`src/rtl/condition_evaluator_pkg.sv`:
```
// Shared control-unit definitions: condition codes, flag bit positions and
// the cond_sel field layout used by the evaluator and its decoder.
package condition_evaluator_pkg;

  typedef enum logic [3:0] {
    CC_EQ = 4'd0,  CC_NE = 4'd1,  CC_CS = 4'd2,  CC_CC = 4'd3,
    CC_MI = 4'd4,  CC_PL = 4'd5,  CC_VS = 4'd6,  CC_VC = 4'd7,
    CC_HI = 4'd8,  CC_LS = 4'd9,  CC_GE = 4'd10, CC_LT = 4'd11,
    CC_GT = 4'd12, CC_LE = 4'd13, CC_AL = 4'd14, CC_NV = 4'd15
  } cond_code_e;

  localparam int FLAG_N = 3;
  localparam int FLAG_Z = 2;
  localparam int FLAG_C = 1;
  localparam int FLAG_V = 0;

  localparam int SEL_IDX_W = 4;
  localparam int SEL_W     = SEL_IDX_W + 1;

  // cond_sel: ext=1 picks an external channel, otherwise idx is a cond_code_e
  typedef struct packed {
    logic                 ext;
    logic [SEL_IDX_W-1:0] idx;
  } cond_sel_t;

endpackage

```
`src/rtl/condition_evaluator_decode.sv`:
```
// Combinational 16-way architectural condition decode over {N,Z,C,V}.
module cond_decode
  import condition_evaluator_pkg::*;
(
  input  logic [3:0]  flags,
  input  cond_code_e  code,
  output logic        result
);

  logic n, z, c, v;
  assign n = flags[FLAG_N];
  assign z = flags[FLAG_Z];
  assign c = flags[FLAG_C];
  assign v = flags[FLAG_V];

  always_comb begin
    result = 1'b0;
    case (code)
      CC_EQ: result = z;
      CC_NE: result = ~z;
      CC_CS: result = c;
      CC_CC: result = ~c;
      CC_MI: result = n;
      CC_PL: result = ~n;
      CC_VS: result = v;
      CC_VC: result = ~v;
      CC_HI: result = c & ~z;
      CC_LS: result = ~c | z;
      CC_GE: result = (n == v);
      CC_LT: result = (n != v);
      CC_GT: result = ~z & (n == v);
      CC_LE: result = z | (n != v);
      CC_AL: result = 1'b1;
      CC_NV: result = 1'b0;
      default: result = 1'b0;
    endcase
  end

endmodule

```
`src/rtl/condition_evaluator.sv`:
```
// Flag register plus single-cycle registered condition evaluation over
// architectural codes or external condition channels.
module condition_evaluator
  import condition_evaluator_pkg::*;
#(
  parameter int FORWARD = 1,
  parameter int EXT_N   = 4
) (
  input  logic                               clk,
  input  logic                               reset,
  input  logic [3:0]                         flags_in,
  input  logic                               flags_we,
  input  logic                               eval_valid,
  input  logic [SEL_W-1:0]                   cond_sel,
  input  logic [((EXT_N > 0) ? EXT_N : 1)-1:0] ext_cond,
  input  logic                               flush,
  output logic                               cond_true,
  output logic                               cond_valid,
  output logic [3:0]                         flags_q
);

  cond_sel_t  sel;
  logic [3:0] eff_flags;
  logic       arch_res;
  logic [15:0] ext_pad;
  logic       res;

  assign sel = cond_sel_t'(cond_sel);

  // Same-cycle flag writes can bypass the register when forwarding is enabled
  assign eff_flags = ((FORWARD != 0) && flags_we) ? flags_in : flags_q;

  cond_decode u_dec (
    .flags  (eff_flags),
    .code   (cond_code_e'(sel.idx)),
    .result (arch_res)
  );

  // Unimplemented channels read as zero
  always_comb begin
    ext_pad = '0;
    for (int i = 0; i < EXT_N; i++) ext_pad[i] = ext_cond[i];
  end

  assign res = sel.ext ? ext_pad[sel.idx] : arch_res;

  always_ff @(posedge clk) begin
    if (reset) begin
      flags_q    <= '0;
      cond_true  <= 1'b0;
      cond_valid <= 1'b0;
    end else begin
      if (flags_we) flags_q <= flags_in;
      cond_valid <= eval_valid & ~flush;
      if (flush)           cond_true <= 1'b0;
      else if (eval_valid) cond_true <= res;
    end
  end

endmodule

```
`config.mk`:
```
export PLATFORM = sky130hd
export DESIGN_NAME = condition_evaluator
export DESIGN_NICKNAME = d
export VERILOG_FILES = /design/src/rtl/condition_evaluator_pkg.sv /design/src/rtl/condition_evaluator_decode.sv /design/src/rtl/condition_evaluator.sv
export SDC_FILE = /design/constraint.sdc
export NUM_CORES = 1
export LEC_CHECK = 0
export ABC_CLOCK_PERIOD_IN_PS = 2000
export CAP_MARGIN = 15
export CORE_MARGIN = 1
export CORE_UTILIZATION = 34
export DETAILED_ROUTE_END_ITERATION = 7
export PLACE_DENSITY = 0.71
export SLEW_MARGIN = 20
export SYNTH_ARGS = -nofsm -noshare
export SYNTH_HDL_FRONTEND = slang
export SYNTH_SLANG_ARGS = --single-unit
```
`constraint.sdc`:
```
create_clock -name clk -period 2 [get_ports clk]
set_clock_uncertainty 0.05 [all_clocks]
set_input_delay 0.4 -clock clk [delete_from_list [all_inputs] [get_ports clk]]
set_output_delay 0.4 -clock clk [all_outputs]
set_load 0.02 [all_outputs]
```
==> flow_metrics.tcl <==
set metrics [dict create \
    globalplace.congestion 0.741 \
    antenna_found_initial 0 \
    syn_area_sq_um 459 \
    ys_types 23 \
    outcome "finished clean" \
    start_kind "input pin" \
    area.sequential_sq_um 120 \
    crit_chain "clkdlybuf4s50_1 -> buf_4 -> nor2b_1 -> a221oi_2 -> a211oi_2 -> a2111oi_2 -> o22a_1" \
    clock_path_buffers 2 \
    cts_tree "done" \
    grt_pass1_vias 470 \
    drc 0 \
    syn_inst 47 \
    power.total_uw 386 \
    final_net_count 100 \
    path_class "input pin to register" \
    slowest_delay_ns 0.51 \
    setup-tns-final_ns 0 \
    ant_nets 0 \
    grt_max_degree 8 \
    grt.overflow.total 0 \
    p_per_area_mw_per_mm2 479 \
    finalSetupViolCount 0 \
    synth_area_leaders "dfxtp_1 (26%), mux4_2 (15%), mux2i_1 (11%)" \
    track_usage 0.197 \
    start_util 0.387 \
    avgSynthCellArea_sq_um 9.77 \
    synth_nets 65 \
    whs_ns 0.522 \
    clk_latency_ns 0.24 \
    cp.required_ns 2.13 \
    dr.first_iter.drc_count 8 \
    final_common_cell "clkdlybuf4s50_1" \
    multiInputGateArea_sq_um 322 \
    clk_pin_slew_ns 0.04 \
    die-area_sq_mm 0.00150 \
    area_growth_pct 75.5 \
    hold_buffers 0 \
    cts_root_buf "clkbuf_4" \
    dp_hpwl_um 1060 \
    drv_slew 0 \
    port_buffers 23 \
    grt_pass1_wl_um 1950 \
    finish.utilization 0.679 \
    critPathSlowestCell "clkdlybuf4s50_1" \
    seq_area_frac_synth 0.262 \
    die_y_um 38.8 \
    ioPinCount 24 \
    clock_sinks 6 \
    ys_ff_latch 6 \
    synth_top_area_cell "dfxtp_1" \
    rsz0062_at_grt "false" \
    drive_above_1_share 0.288 \
    relSlewSlack 0.751 \
    wire_per_inst_um 13.7 \
    vias_per_cell 5.34 \
    core_area_sq_mm 0.00119 \
    period_share 0.893 \
    final_cell_mix "clkdlybuf4s50_1 (17), buf_4 (11), nor2_1 (7), dfxtp_1 (6)" \
    cp.arrival_ns 1.92 \
    die_w_um 38.8 \
    cellLeakagePower_nw 0.365 \
    fmax_mhz 560 \
    crit_path_end_kind "register" \
    cts_inserted_buffers 3 \
    ys.warnings.count 0 \
    fin_crit_ns 1.79 \
    synth_top_area_frac 0.262 \
    n_antenna_cell 0 \
    drv_cap 0 \
    finalHoldViolCount 0 \
    crit_fanout 5 \
    first_pass_iters 4 \
    wirelength_um 1290 \
    min_path_type "input pin to register" \
    ir_worst_vdd_mv 0.408 \
    rows 12 \
    num_vias 502 \
    nFillCells 108 \
    ctsHtreeMaxLevel 1 \
    worstMarginPinSlew_ns 0.370 \
]
cell usage after synthesis:
library cell,n
a2111oi_2,1
a211oi_1,2
a21oi_1,1
a221oi_1,1
a221oi_2,1
and2_1,1
buf_6,1
clkbuf_1,2
clkbuf_4,1
dfxtp_1,6
inv_1,1
mux2i_1,5
mux4_2,3
nand3_1,1
nor2_1,7
nor2b_1,1
nor3b_1,1
nor4_1,2
o21ai_0,2
o22a_1,1
or2_2,1
xnor2_1,2
xor2_1,3
worst max-delay path, delay by kind of cell:
family	cells	cell delay (ns)
buf+inv	2	0.68
compound gates	4	0.78
simple gates	1	0.07
per-layer routing:
metal	vias to the layer above	routed length, um	GRT usage
met2	16	647	0.363
met3	2	67	0.0405
met4	0	20	0.0776
met1	242	552	0.216
li1	242	-	-
met5	-	0	0
what timing repair did:
| action | in CTS | in global routing |
|---|---|---|
| gates resized for setup | 1 | 9 |
| buffers inserted | 0 | 0 |
| pin swaps | 0 | 4 |
| setup endpoints to repair | 1 | 1 |
logic make-up (layout without fill, tap and decap cells):
group	Yosys count	count (layout)	synth area share
compound gates	9	9	0.169
xor+xnor	5	5	0.0954
buf+inv	5	38	0.0654
flops	6	6	0.262
mux	8	8	0.256
simple gates	14	14	0.153
worst paths after layout:
kind / startpoint / to / slack, ns / cells past startpoint
max reg2reg: flags_q[1] / cond_true / 0.24 / 5
min reg2reg: flags_q[1] / flags_q[1] / 0.52 / 2
min: flags_in[1] / flags_q[1] / 0.52 / 4
max: cond_sel[0] / cond_true / 0.21 / 7
area by class of cell:
cell class,instances,share of cell area
Sequential cell,6,0.149
Tap cell,14,0.0217
Clock buffer,3,0.0280
Inverter,1,0.00466
Multi-Input combinational cell,36,0.399
Timing Repair Buffer,34,0.398
per-stage QoR:
step	instances	worst slack, ns	area, sq um
3_5_place_dp	91	-0.408	763
4_1_cts	94	0.0437	785
6_report	94	0.214	806
2_1_floorplan	47	0.131	459
5_1_grt	94	0.120	806
3_3_place_gp	91	-0.385	763
sequential cells by signal, indices dropped and copies added, names as in the netlist:
signal / flops
cond_true: 1
cond_valid: 1
flags_q: 4
power by group:
part	internal, mW	switching [mW]
clock	0.0675	0.0390
combinational	0.0862	0.0590
sequential	0.127	0.00705
Note: power is estimated with default switching activity, not from simulation.
